<file path="config.mk">
export PLATFORM = sky130hd
export DESIGN_NAME = usb_ccw_rx
export DESIGN_NICKNAME = d
export VERILOG_FILES = /design/src/rtl/usb_ccw_rx.sv
export SDC_FILE = /design/constraint.sdc
export NUM_CORES = 1
export LEC_CHECK = 0
export ABC_AREA = 1
export CELL_PAD_IN_SITES_DETAIL_PLACEMENT = 1
export CELL_PAD_IN_SITES_GLOBAL_PLACEMENT = 2
export CORE_AREA = 5 5 142 144
export CTS_CLUSTER_DIAMETER = 200
export DETAILED_ROUTE_END_ITERATION = 6
export DIE_AREA = 0 0 147 149
export GPL_TIMING_DRIVEN = 0
export HOLD_SLACK_MARGIN = 0.06
export PLACE_DENSITY = 0.89
export SLEW_MARGIN = 20
export SYNTH_ARGS = -nofsm -noshare
export SYNTH_HDL_FRONTEND = slang
export SYNTH_SLANG_ARGS = --single-unit
</file>
<file path="constraint.sdc">
create_clock -name clk_ftdi -period 14.1 [get_ports clk_ftdi]
set_clock_uncertainty 0.1 [all_clocks]
set_input_delay 1.41 -clock clk_ftdi [delete_from_list [all_inputs] [get_ports clk_ftdi]]
set_output_delay 1.41 -clock clk_ftdi [all_outputs]
set_load 0.02 [all_outputs]
</file>
<file path="src/rtl/usb_ccw_rx.sv">
// usb_ccw_rx: receive-side CCW framer on the FTDI clock domain.
// Frame format: SYNC_BYTE, PAYLOAD_BYTES payload bytes, then one XOR checksum byte.
// A frame whose checksum matches is written to the CCW buffer. A bad checksum
// or an inter-byte stall raises an error pulse and the framer goes back to
// hunting for the next sync byte.
module usb_ccw_rx #(
  parameter int         PAYLOAD_BYTES = 8,
  parameter logic [7:0] SYNC_BYTE     = 8'hA5,
  parameter int         TIMEOUT_CYC   = 1024
) (
  input  logic                       clk_ftdi,
  input  logic                       rst,
  input  logic [7:0]                 rx_data,
  input  logic                       rx_valid,
  output logic                       rx_rdy,
  input  logic                       ccwb_full,
  output logic                       ccwb_wrreq,
  output logic [8*PAYLOAD_BYTES-1:0] ccwb_data,
  output logic                       ccw_accepted,
  output logic                       ccw_err,
  output logic                       ccw_timeout,
  output logic [7:0]                 err_cnt
);

  localparam int DATA_W = 8 * PAYLOAD_BYTES;
  localparam int CNT_W  = (PAYLOAD_BYTES > 1) ? $clog2(PAYLOAD_BYTES) : 1;
  localparam int TMO_W  = (TIMEOUT_CYC > 1) ? $clog2(TIMEOUT_CYC) : 1;

  typedef enum logic [1:0] {
    ST_HUNT,
    ST_PAYLOAD,
    ST_CSUM,
    ST_WRITE
  } state_t;

  state_t              state;
  state_t              next_state;
  logic [DATA_W-1:0]   payload_sr;
  logic [DATA_W-1:0]   data_q;
  logic [CNT_W-1:0]    byte_cnt;
  logic [7:0]          xor_acc;
  logic [TMO_W-1:0]    tmo_cnt;
  logic                xfer;
  logic                is_sync;
  logic                last_byte;
  logic                csum_ok;
  logic                in_frame;
  logic                tmo_hit;
  logic                commit;

  assign xfer      = rx_valid & rx_rdy;
  assign is_sync   = (rx_data == SYNC_BYTE);
  assign last_byte = (byte_cnt == CNT_W'(PAYLOAD_BYTES - 1));
  assign csum_ok   = (rx_data == xor_acc);
  assign in_frame  = (state == ST_PAYLOAD) || (state == ST_CSUM);
  // A byte arriving in the last allowed cycle beats the timeout.
  assign tmo_hit   = in_frame && !xfer && (tmo_cnt == TMO_W'(TIMEOUT_CYC - 1));

  // State register.
  always_ff @(posedge clk_ftdi or posedge rst) begin
    if (rst) state <= ST_HUNT;
    else     state <= next_state;
  end

  // Next-state logic: hunt for sync, collect payload, check sum, commit.
  always_comb begin
    next_state = state;
    case (state)
      ST_HUNT: begin
        if (xfer && is_sync) next_state = ST_PAYLOAD;
      end
      ST_PAYLOAD: begin
        if (xfer && last_byte) next_state = ST_CSUM;
        else if (tmo_hit)      next_state = ST_HUNT;
      end
      ST_CSUM: begin
        if (xfer)         next_state = csum_ok ? ST_WRITE : ST_HUNT;
        else if (tmo_hit) next_state = ST_HUNT;
      end
      ST_WRITE: begin
        if (!ccwb_full) next_state = ST_HUNT;
      end
      default: next_state = ST_HUNT;
    endcase
  end

  // Output logic: the commit cycle shows the new word; otherwise the last written word is held.
  always_comb begin
    commit       = (state == ST_WRITE) && !ccwb_full;
    ccwb_wrreq   = commit;
    ccw_accepted = commit;
    ccwb_data    = commit ? payload_sr : data_q;
  end

  // Ready is low only while a completed word waits for buffer space.
  always_ff @(posedge clk_ftdi or posedge rst) begin
    if (rst) rx_rdy <= 1'b0;
    else     rx_rdy <= (next_state != ST_WRITE);
  end

  // Frame datapath: payload shift register, byte count, running XOR and stall counter.
  always_ff @(posedge clk_ftdi or posedge rst) begin
    if (rst) begin
      payload_sr <= '0;
      byte_cnt   <= '0;
      xor_acc    <= '0;
      tmo_cnt    <= '0;
    end else begin
      case (state)
        ST_HUNT: begin
          if (xfer && is_sync) begin
            byte_cnt <= '0;
            xor_acc  <= '0;
            tmo_cnt  <= '0;
          end
        end
        ST_PAYLOAD: begin
          if (xfer) begin
            payload_sr <= {payload_sr[DATA_W-9:0], rx_data};
            xor_acc    <= xor_acc ^ rx_data;
            byte_cnt   <= byte_cnt + CNT_W'(1);
            tmo_cnt    <= '0;
          end else begin
            tmo_cnt <= tmo_cnt + TMO_W'(1);
          end
        end
        ST_CSUM: begin
          if (xfer) tmo_cnt <= '0;
          else      tmo_cnt <= tmo_cnt + TMO_W'(1);
        end
        default: begin
        end
      endcase
    end
  end

  // Error and timeout pulses, and the saturating event counter fed by them.
  always_ff @(posedge clk_ftdi or posedge rst) begin
    if (rst) begin
      ccw_err     <= 1'b0;
      ccw_timeout <= 1'b0;
      err_cnt     <= 8'd0;
    end else begin
      ccw_err     <= (state == ST_CSUM) && xfer && !csum_ok;
      ccw_timeout <= tmo_hit;
      if ((ccw_err || ccw_timeout) && (err_cnt != 8'hFF)) err_cnt <= err_cnt + 8'd1;
    end
  end

  // Held copy of the last committed word, updated only when the buffer takes it.
  always_ff @(posedge clk_ftdi or posedge rst) begin
    if (rst)         data_q <= '0;
    else if (commit) data_q <= payload_sr;
  end

endmodule
</file>
# --- After elaboration in Yosys (flattened, before gate mapping) ---
# Cells that the tools add are included.
# W data, S select, Z words.
totals:
  latch_bits: 0
  in_bits: 12
  register_bits: 162
  mem_bits_rw: 0
  elab_cells: 63
  mem_count: 0
  output_inout_bits: 77
  romBits: 0
classes:
  n_reduce_logical: 20
  mux: 17
  magnitude_cmp: 0
  add_sub_neg: 3
  shift: 0
  bitwise_logic: 2
  div_mod_pow: 0
  n_eq_ne: 11
  multipliers: 0
ops:
  columns: ["operator", "n"]
  rows:
  - ["$mux W64", 1]
  - ["$mux W10", 2]
  - ["$pmux W10 S2", 1]
  - ["$mux W8", 2]
  - ["$pmux W8 S2", 1]
  - ["$mux W2", 6]
  - ["$add A10 B1 Y10 const B", 1]
  - ["$eq A10 B10 Y1 const B", 1]
  - ["$add A8 B1 Y8 const B", 1]
  - ["$eq A8 B8 Y1", 1]
  - ["$eq A8 B8 Y1 const B", 1]
  - ["$logic_and A1 B1 Y1", 8]
  - ["$ne A8 B8 Y1 const B", 1]
  - ["$pmux W2 S4", 1]
  - ["$xor A8 B8 Y8", 1]
  - ["$mux W3", 2]
  - ["$ne A2 B2 Y1 const B", 3]
  - ["$pmux W3 S2", 1]
  - ["$eq A2 B2 Y1 const B", 2]
  - ["$reduce_and A2 Y1", 2]
  - ["$reduce_bool A2 Y1", 2]
  - ["$add A3 B1 Y3 const B", 1]
  - ["$eq A3 B3 Y1 const B", 1]
  - ["$logic_not A1 Y1", 3]
  - ["other kinds (6)", 7]

# --- Depth between registers and ports, before layout ---
# Gate-level depths: netlist of run 1.
depth:
  ltp_word: 8
  mapped_depth: 10
  mapped_depth_nobuf: 10

# --- Worst setup path after synthesis of run 1 ---
# Ideal clock, no wire load.
synth_path:
  path_type: "in2out"
  from: "input ccwb_full"
  to: "output ccwb_data[10]"
  t_arrival_ps: 2431
  stages: 4
  path_buffers: 1
  required_ps: 12590
  path_slack_ps: 10159
  path_cell_list: "nor2_4 -> inv_2 -> clkbuf_1 -> o21ai_0"
synth_via:
  elab_chain_len: 3
synth_lines:
  columns: ["element", "line", "rtl"]
  rows:
  - ["start, declared", "16", "input logic ccwb_full,"]
  - ["$logic_not A1 Y1", "89", "commit = (state == ST_WRITE) && !ccwb_full;"]
  - ["$logic_and A1 B1 Y1", "89", null]
  - ["$mux W64", null, null]
  - ["end, declared", "18", "output logic [8*PAYLOAD_BYTES-1:0] ccwb_data,"]
# Every way passes these cells.

# --- Final worst setup path of run 1 ---
layout_path:
  from: "input ccwb_full"
  to: "output ccwb_data[11]"
# Same word-level chain as after synthesis.

==> results.md, run 1 <==
* Die X at 147 um
* Cell area after synthesis at 0.00684 mm2
* Startpoint types: primary input
* Root Driver: clkbuf_16
* # DRC at 0
* Crit Path Class: primary input to output port
* Finished Core Util at 0.467
* Clk sinks at 162
* Remaining antenna violation count after routing at 0
* Critical Path RT at 12.59 ns
* Switching part of the total at 0.357
* Most frequent cells in the layout: nand2_1, dfrtp_1, o21ai_1, clkdlybuf4s50_1, inv_1
* Max Buffers Root-to-Sink at 2
* Hold Buf Count CTS at 0
* Worst min path class: flop to flop
* Via/cell ratio at 4.80
* Fin nets at between 800 and 900
* Post-synth EDFFs at 0
* Vias post-DR at 5282
* Avg Cell Area, Syn at around 9.2 um2
* Crit-path cells: clkdlybuf4s50_1 > nor2_4 > inv_2 > clkbuf_1 > o21ai_0 > clkdlybuf4s50_1
* Most common cell after layout, fill and taps aside: nand2_1
* Register area share after synthesis at 0.593
* Clock network power share at 0.274
* Share of power burned in registers at 0.377
* Final hold viol count at 0
* FFs w/ async S/R, synth at 1.00
* Non-Filler Instances at 1101
* Min Clock Period, post-route at 5.18 ns
* Io pins at 89
* Core Box Area at 0.0186 mm2
* Buffer count from post-CTS setup fixing at 0
* CTS tree: done
* Crit-path slowest cell: clkdlybuf4s50_1
* Wirelength per Cell at 15.9 um
* MaxCap Viol Count at 0
* Worst stage delay on the critical path at around 0.70 ns
* Antenna Cells at 0
* Initial drt markers at 243
* Cell count after synthesis at 746
* First-pass GRT wire length at 29800 um
* Total gr overflow at 0
* Initial antenna violation count at 0
* Die ar. at 0.0219 mm2
* Final setup viols at 0
* 1st-pass router iterations at 4
* Routed WL at 17500 um
* Pint at 0.00115 W
* Run status: finished clean
* Relative slew slack at 0.641
* Post-CTS sizing at 0
* Clock-pin slew on the worst setup and hold paths at 0.06 ns
* Clk_lat worst skew at 0.42 ns
* Worst R2R Setup Slack at between 10 and 15 ns
* DIE HEIGHT at 149 um
* Count of cell types in the netlist at 33
* Mapped Nets at 767
* Worst Tran Pin Value at roughly 0.54 ns
* Comb power frac at 0.349
* Max VDD drop at about 96 uV
* Flop and latch count out of synthesis at approximately 160
* Max Clk Rate at 193 MHz
* Std cell rows at 50
* Worst Path Max Fanout at 11
* Input/output buffers at 88
* Max-slew violation count at 0
* CTS Buf Count at 17
* Leak Pwr at 3.95 nW
* RSZ-0062 raised after global routing: no
* Largest net degree at the start of global routing at approximately 100
* HPWL Detailed at 12600 um
* Tcrit/Tclk final at 0.368
* Layout cells sized above 1 at 0.104
* Number of global-route vias before repair at 5736
* Most frequent cell on the critical path: clkdlybuf4s50_1
* Worst setup EP type: output port
* Maximum level of the CTS H-tree at 4
* Placer Congestion at 0.779
* Synthesis warning total at 0
* Top_reg_cell synth: dfrtp_1
* Post-route setup TNS at 0 ns
* Gr usage total at 0.170
* Pwr dens at 206 mW/mm2
* # placed instances at 1069
* Switch Pwr at 0.000636 W
* P&R area growth vs syn at 26.8%
* Initial Util at 0.368
* CP arrival at 3.67 ns
per-stage QoR:
stage / power [W] / area [um2] / hold WS (ns) / worst slack, ns
2_1_floorplan: 0.00104 / 6840 / 0.352 / 8.21
3_3_place_gp: 0.00129 / 8020 / 0.356 / 5.70
3_5_place_dp: 0.00131 / 8050 / 0.361 / 8.90
4_1_cts: 0.00181 / 8670 / 0.377 / 8.89
5_1_grt: 0.00190 / 8670 / 0.407 / 8.79
6_report: 0.00178 / 8670 / 0.371 / 8.92
logic make-up after synthesis:
kind of cell | count (synthesis) | synth area share
fa+ha+maj | 9 | 0.0165
buf+inv | 128 | 0.0898
simple gates | 292 | 0.176
compound gates | 143 | 0.110
xor+xnor | 12 | 0.0154
flops | 162 | 0.593
synthesized netlist by cell type (8+ instances only):
cell type	number	area [um2]
buf_2	11	55.1
buf_6	13	146
dfrtp_1	162	4050
ha_1	9	113
inv_1	88	330
inv_2	8	30.0
nand2_1	236	886
nand3_1	18	90.1
nor2_1	16	60.1
o21ai_0	22	110
o21ai_1	109	546
worst max-delay path: cells and delay by family:
kind,cells,cell delay [ns]
AOI/OAI and AO/OA,1,0.42
buffers and inverters,4,1.53
and+or+nand+nor,1,0.31
final timing paths:
kind / end / startpoint / depth (start not counted)
max reg2reg: state[1]$_DFF_PP0_ / state[1]$_DFF_PP0_ / 9
max in group asynchronous: data_q[56]$_DFF_PP0_ / rst / 3
min in group asynchronous: data_q[4]$_DFF_PP0_ / rst / 2
max: ccwb_data[11] / ccwb_full / 6
min: data_q[58]$_DFF_PP0_ / data_q[58]$_DFF_PP0_ / 2
min reg2reg: data_q[58]$_DFF_PP0_ / data_q[58]$_DFF_PP0_ / 2
state kept, by name (all words and copies together), names as in the netlist:
register     count
byte_cnt         3
ccw_err          1
ccw_timeout      1
data_q          64
err_cnt          8
payload_sr      64
rx_rdy           1
state            2
tmo_cnt         10
xor_acc          8
power groups by stage:
stage                     registers, W  logic (W)  clock network (W)
after global routing          0.000690   0.000690           0.000520
after floorplan               0.000671   0.000368                  0
after detailed placement      0.000678   0.000630                  0
after CTS                     0.000674   0.000636           0.000499
after global placement        0.000672   0.000616                  0
final                         0.000673   0.000621           0.000488
layout make-up:
cell class              instances  area, um2
fillers                      2136       9910
flip-flops and latches        162       4050
multi-input cells             456       2170
repair buffers                 89        908
clock buffers                  21        470
inverters                      96        368
well taps                     234        293
plain buffers                  32        254
clock inverters                11        151
routing by layer:
metal	part of all wire	routed length (um)	up-vias	track usage
met5	0	0	-	0
li1	-	-	2560	-
met1	0.45	7970	2643	0.216
met3	0.031	542	8	0.0380
met4	0.0073	128	0	0.0433
met2	0.51	8880	71	0.294
Note: power is estimated with default switching activity, not from simulation.
==> inputs of run 2 (changes only) <==
Settings changed: CORE_AREA 5 5 142 144 to 5 5 155 157, DIE_AREA 0 0 147 149 to 0 0 160 162, PLACE_DENSITY 0.89 to 0.79.
Clock period 14.1 ns to 4.5 ns, I/O delays scaled along.
==> run 2 against run 1 <==
  * Count of clock-buffer cells in the layout unchanged
  * Sequential power grew to 3.1 times the previous value
  * Final cell count grew 5.1%
  * Cell area rose by 1.1%
  * Critical path type is now flop to output port
  * Largest cell class unchanged
==> results.md, run 2 (synthesis gave the netlist of run 1 again) <==
* Run status: finished clean (unchanged)
* Worst min path class: primary input to asynchronous set/reset pin (was flop to flop)
* Pwr dens at 622 mW/mm2 (was 206 mW/mm2)
* Largest net degree at the start of global routing at 32 (was 104)
* Wirelength per Cell at 15.4 um (was 15.9 um)
* Layout cells sized above 1 at 0.107 (was 0.104)
* Io pins at 89 (unchanged)
* CTS tree: done (unchanged)
* Clk_lat worst skew at 0.42 ns (about the same)
* Maximum level of the CTS H-tree at 4 (unchanged)
* Initial Util at 0.306 (was 0.368)
* Die ar. at 0.0259 mm2 (was 0.0219 mm2)
* Hold Worst Slack at 0.300 ns (was 0.371 ns)
* Overall power at 0.00545 W (was 0.00178 W)
* DIE HEIGHT at 162 um (was 149 um)
* Crit-path slowest cell: clkdlybuf4s50_1 (unchanged)
* Post-route setup TNS at 0 ns (unchanged)
* Via/cell ratio at 4.49 (was 4.80)
* Placer Congestion at 0.811 (was 0.779)
* Met2 Use GR at 0.244 (was 0.294)
* Clk sinks at 162 (unchanged)
* Input/output buffers at 88 (unchanged)
* Max VDD drop at 260 uV (was 95.8 uV)
* Worst Tran Pin Value at 0.480 ns (was 0.539 ns)
* Non-Filler Instances at 1157 (was 1101)
* Max Clk Rate at about 290 MHz
* Reg2Reg Depth at 9 (unchanged)
* CP arrival at 2.94 ns (was 3.67 ns)
* Worst setup EP type: output port (unchanged)
* Most frequent cells in the layout: nand2_1, dfrtp_1, o21ai_1, clkdlybuf4s50_1, inv_1 (unchanged)
* CTS Buf Count at 17 (unchanged)
* Final hold viol count at 0 (unchanged)
* MaxCap Viol Count at 0 (unchanged)
* P&R area growth vs syn at 28.1% (was 26.8%)
* Worst stage delay on the critical path at 0.70 ns (about the same)
* 1st-pass router iterations at 4 (unchanged)
* Tcrit/Tclk final at 0.775
* Crit Path Class: flop to output port (was primary input to output port)
* First-pass GRT wire length at 30300 um (was 29800 um)
* Leak Pwr at 3.95 nW (about the same)
* # DRC at 0 (unchanged)
* Routed WL at 17900 um (was 17500 um)
* Startpoint types: flop (was primary input)
* Worst R2R Setup Slack at 2.42 ns (was 11.96 ns)
* Remaining antenna violation count after routing at 0 (unchanged)
* Initial drt markers at 218 (was 243)
* Most common cell after layout, fill and taps aside: nand2_1 (unchanged)
* # placed instances at 1125 (was 1069)
* Number of global-route vias before repair at 5654 (was 5736)
* Crit-path cells: ha_1 > inv_2 > nor2_4 > inv_2 > clkbuf_1 > o21ai_0 > clkdlybuf4s50_1 (was clkdlybuf4s50_1 > nor2_4 > inv_2 > clkbuf_1 > o21ai_0 > clkdlybuf4s50_1)
* Max Buffers Root-to-Sink at 2 (unchanged)
* Buffer count from post-CTS setup fixing at 0 (unchanged)
* Vias post-DR at 5192 (was 5282)
* Worst Path Max Fanout at 11 (unchanged)
* Gr busiest metal: met2 (unchanged)
* Delay-heaviest family, CP: buffers and inverters (unchanged)
* Core Box Area at 0.0224 mm2 (was 0.0186 mm2)
* FF-to-FF End: state[1]$_DFF_PP0_ (unchanged)
* Total gr overflow at 0 (unchanged)
* Max-slew violation count at 0 (unchanged)
* RSZ-0062 raised after global routing: no (unchanged)
* HPWL Detailed at 13200 um (was 12600 um)
* Met1 GRT Util at 0.191 (was 0.216)
* Finished Core Util at 0.392 (was 0.467)
* Clock-pin slew on the worst setup and hold paths at 0.06 ns (about the same)
* Post-CTS sizing at 0 (unchanged)
* Hold Buf Count CTS at 0 (unchanged)
* Buf/Inv on CP at 4 (unchanged)
* Initial antenna violation count at 0 (unchanged)
* Critical Path RT at 3.95 ns (was 12.59 ns)
* Reg2Reg Launch Point: state[1]$_DFF_PP0_ (unchanged)
* Final setup viols at 0 (unchanged)
* Std cell rows at 55 (was 50)
* Min Clock Period, post-route at 3.49 ns
* Fin nets at 880 (was 875)
* Crit path from: state[1]$_DFF_PP0_ (was ccwb_full)
* Relative slew slack at 0.677 (was 0.641)
* Fillers at 2588 (was 2136)
* Most frequent cell on the critical path: inv_2 (was clkdlybuf4s50_1)
* Root Driver: clkbuf_16 (unchanged)
* Met3 usage in global routing at 0.0348 (was 0.0380)
* Die X at 160 um (was 147 um)
* Gr usage total at 0.146 (was 0.170)
* Antenna Cells at 0 (unchanged)
* Largest regs: data_q (64), payload_sr (64), tmo_cnt (10) (unchanged)
## run 2: changes by cell type in the layout (fill, tap and decap cells not counted)
cell	previous run	this run
buf_12	0	5
bufinv_16	3	1
clkbuf_1	3	5
clkbuf_8	3	1
clkinv_4	3	2
clkinvlp_4	1	5
inv_8	1	0
## run 2: how the worst max path moves through the flow
stage                               to  slack, ns  cells past startpoint
6_report                 ccwb_data[10]       1.01                      7
5_1_grt                  ccwb_data[11]       0.82                      7
4_1_cts                  ccwb_data[11]       0.99                      7
3_5_place_dp             ccwb_data[11]       1.22                      6
3_3_place_gp      data_q[56]$_DFF_PP0_       0.29                      2
2_1_floorplan  byte_cnt[0]$_DFFE_PP0P_       1.89                      1
## run 2: per-stage QoR
step	instance area [um2]	worst slack [ns]
floorplan	6850	1.89
global placement	8080	0.293
detailed placement	8210	1.22
CTS	8770	0.994
global route	8770	0.824
finish	8770	1.01
## run 2: where the power goes
group / total [W] / internal, W / switching [W]
Clock: 0.00139 / 0.000780 / 0.000609
Combinational: 0.00197 / 0.000795 / 0.00117
Sequential: 0.00209 / 0.00188 / 0.000212
Total: 0.00545 / 0.00346 / 0.00199
## run 2: area by class of cell
| type | instances | area, um2 | area share |
|---|---|---|---|
| tap | 285 | 357 | 0.0407 |
| timing repair buffer | 94 | 1010 | 0.115 |
| multi-input combinational | 456 | 2170 | 0.248 |
| clock buffer | 21 | 450 | 0.0514 |
| buffer | 32 | 254 | 0.0290 |
| clock inverter | 11 | 105 | 0.0120 |
| sequential | 162 | 4050 | 0.462 |
| inverter | 96 | 364 | 0.0415 |
## run 2: metal layers
layer  vias up  part of all wire
li1       2566                 -
met1      2542              0.47
met2        75              0.49
met3         9             0.029
met4         0            0.0091
met5         -                 0
## run 2: tightest hold or removal path, stage by stage
cell and delay (ns):
clkdlybuf4s50_1 0.44, clkinvlp_4 0.09, buf_12 0.20
==> inputs of run 3 (changes only) <==
Clock period 4.5 ns to 2.9 ns, I/O delays scaled along.
==> run 3 against run 2 <==
  * Sequential power up 56%
  * First-iteration DRC count down 8.7%
  * Core utilization down 0.36 points
  * Combinational power up 44%
  * Non-clock buffer count up 1
  * Clock power up 55%
  * Sequential share of layout area up 0.43 points
==> results.md, run 3 (synthesis gave the netlist of run 1 again) <==
* Run status: finished clean (unchanged)
* Overall power at 0.00824 W (was 0.00545 W)
* 1st-pass router iterations at 4 (unchanged)
* Hold Buf Count CTS at 0 (unchanged)
* Initial antenna violation count at 0 (unchanged)
* Root Driver: clkbuf_16 (unchanged)
* Share of power burned in registers at 0.394 (was 0.384)
* Io pins at 89 (unchanged)
* Initial Util at 0.306 (unchanged)
* Input/output buffers at 88 (unchanged)
* Worst Tran Pin Value at 0.495 ns (was 0.480 ns)
* Max-slew violation count at 0 (unchanged)
* Comb power frac at 0.344 (was 0.361)
* Worst min path class: primary input to asynchronous set/reset pin (unchanged)
* CTS Buf Count at 17 (unchanged)
* Register area at 0.00405 mm2 (unchanged)
* Max VDD drop at 400 uV (was 260 uV)
* Hold Worst Slack at 0.138 ns (was 0.300 ns)
* CTS tree: done (unchanged)
* Std cell rows at 55 (unchanged)
* Antenna Cells at 0 (unchanged)
* Routed WL at 17900 um (about the same)
* Relative slew slack at 0.670 (was 0.677)
* Crit Path Class: flop to output port (unchanged)
* Remaining antenna violation count after routing at 0 (unchanged)
* CP arrival at 2.35 ns (was 2.94 ns)
* Worst Path Max Fanout at 10 (was 11)
* # DRC at 0 (unchanged)
* HPWL Detailed at 13200 um (unchanged)
* Fillers at 2605 (was 2588)
* Initial drt markers at 199 (was 218)
* Clock network power share at 0.262 (was 0.255)
* MaxCap Viol Count at 0 (unchanged)
* Die ar. at 0.0259 mm2 (unchanged)
* Tcrit/Tclk final at 0.944
* Multi-input logic area at 0.00218 mm2 (was 0.00217 mm2)
* Maximum level of the CTS H-tree at 4 (unchanged)
* Largest net degree at the start of global routing at 32 (unchanged)
* Crit path from: state[1]$_DFF_PP0_ (unchanged)
* DIE HEIGHT at 162 um (unchanged)
* Core Box Area at 0.0224 mm2 (unchanged)
* Final hold viol count at 0 (unchanged)
* Total gr overflow at 0 (unchanged)
* Max Buffers Root-to-Sink at 2 (unchanged)
* Finished Core Util at 0.388 (was 0.392)
* First-pass GRT wire length at 30300 um (about the same)
* Layout cells sized above 1 at 0.124 (was 0.107)
* Reg2Reg Depth at 9 (unchanged)
* Switching part of the total at 0.376 (was 0.366)
* Max Clk Rate at between 300 and 400 MHz
* Clock-pin slew on the worst setup and hold paths at 0.06 ns (about the same)
* Worst setup EP type: output port (unchanged)
* Pwr dens at 949 mW/mm2 (was 622 mW/mm2)
* P&R area growth vs syn at 26.9% (was 28.1%)
* Critical Path RT at 2.51 ns (was 3.95 ns)
* Leak Pwr at 4.16 nW (was 3.95 nW)
* Vias post-DR at 5190 (was 5192)
* Switch Pwr at 0.00310 W (was 0.00199 W)
* Largest regs: data_q (64), payload_sr (64), tmo_cnt (10) (unchanged)
* Final setup viols at 0 (unchanged)
* Via/cell ratio at 4.48 (was 4.49)
* Die X at 160 um (unchanged)
* Most common cell after layout, fill and taps aside: nand2_1 (unchanged)
* Min Clock Period, post-route at 2.74 ns
* Startpoint types: flop (unchanged)
* Worst R2R Setup Slack at 0.82 ns (was 2.42 ns)
* Pint at 0.00514 W (was 0.00346 W)
* FF-to-FF End: state[1]$_DFF_PP0_ (unchanged)
* Gr usage total at 0.146 (about the same)
* Fin nets at 881 (was 880)
* Most frequent cells in the layout: nand2_1, dfrtp_1, o21ai_1, inv_1, dlygate4sd2_1 (was nand2_1, dfrtp_1, o21ai_1, clkdlybuf4s50_1, inv_1)
* RSZ-0062 raised after global routing: yes (was no)
* Wirelength per Cell at 15.4 um (about the same)
* Clk sinks at 162 (unchanged)
* Reg2Reg Launch Point: state[1]$_DFF_PP0_ (unchanged)
* Number of global-route vias before repair at 5653 (was 5654)
* Clk_lat worst skew at 0.42 ns (about the same)
* Placer Congestion at 0.811 (unchanged)
## run 3: layout make-up
cell class | count | area share
sequential | 162 | 0.467
multi-input combinational | 456 | 0.251
timing repair buffer | 95 | 0.104
clock buffer | 21 | 0.0519
inverter | 96 | 0.0419
tap | 285 | 0.0411
buffer | 32 | 0.0313
clock inverter | 11 | 0.0121
## run 3: how the worst max path moves through the flow
stage | endpoint | cells after the start
after floorplan | byte_cnt[0]$_DFFE_PP0P_ | 1
after global placement | data_q[56]$_DFF_PP0_ | 2
after detailed placement | ccwb_data[11] | 6
after CTS | ccwb_data[10] | 9
after global routing | ccwb_data[55] | 9
final | ccwb_data[25] | 8
## run 3: routing by layer
metal / track usage / vias up / share of wire
met5: 0 / - / 0
met2: 0.244 / 73 / 0.48
met3: 0.0348 / 15 / 0.030
li1: - / 2571 / -
met4: 0.0395 / 0 / 0.013
met1: 0.191 / 2531 / 0.47
## run 3: metrics by stage
| stage | std cells | instance area [um2] | setup WS (ns) | TNS, ns |
|---|---|---|---|---|
| final | 1158 | 8680 | 0.161 | 0 |
| after global routing | 1158 | 8680 | -0.00129 | -0.00129 |
| after CTS | 1158 | 8710 | 0.0173 | 0 |
| after detailed placement | 1125 | 8210 | -0.0624 | -0.258 |
| after global placement | 1119 | 8080 | -1.15 | -183.76 |
| after floorplan | 746 | 6850 | 0.453 | 0 |
## run 3: critical path, stage by stage (launching register included)
cell and delay, ns:
dfrtp_1 0.45, ha_1 0.24, inv_2 0.06, nor2_4 0.12, inv_2 0.05, buf_2 0.18
buf_2 0.21, o21ai_1 0.23, dlygate4sd2_1 0.37
## run 3: power by group through the flow
stage                     logic [W]  clock network, W  registers, W
after floorplan             0.00179                 0       0.00326
after detailed placement    0.00310                 0       0.00329
after CTS                   0.00289           0.00223       0.00325
after global placement      0.00303                 0       0.00327
final                       0.00283           0.00216       0.00325
after global routing        0.00317           0.00233       0.00333
## run 3: repair_timing
item | CTS | global route
setup buffers | 1 | 0
setup endpoints to repair | 64 | 31
pin swaps | 1 | 0
gates resized for setup | 72 | 42
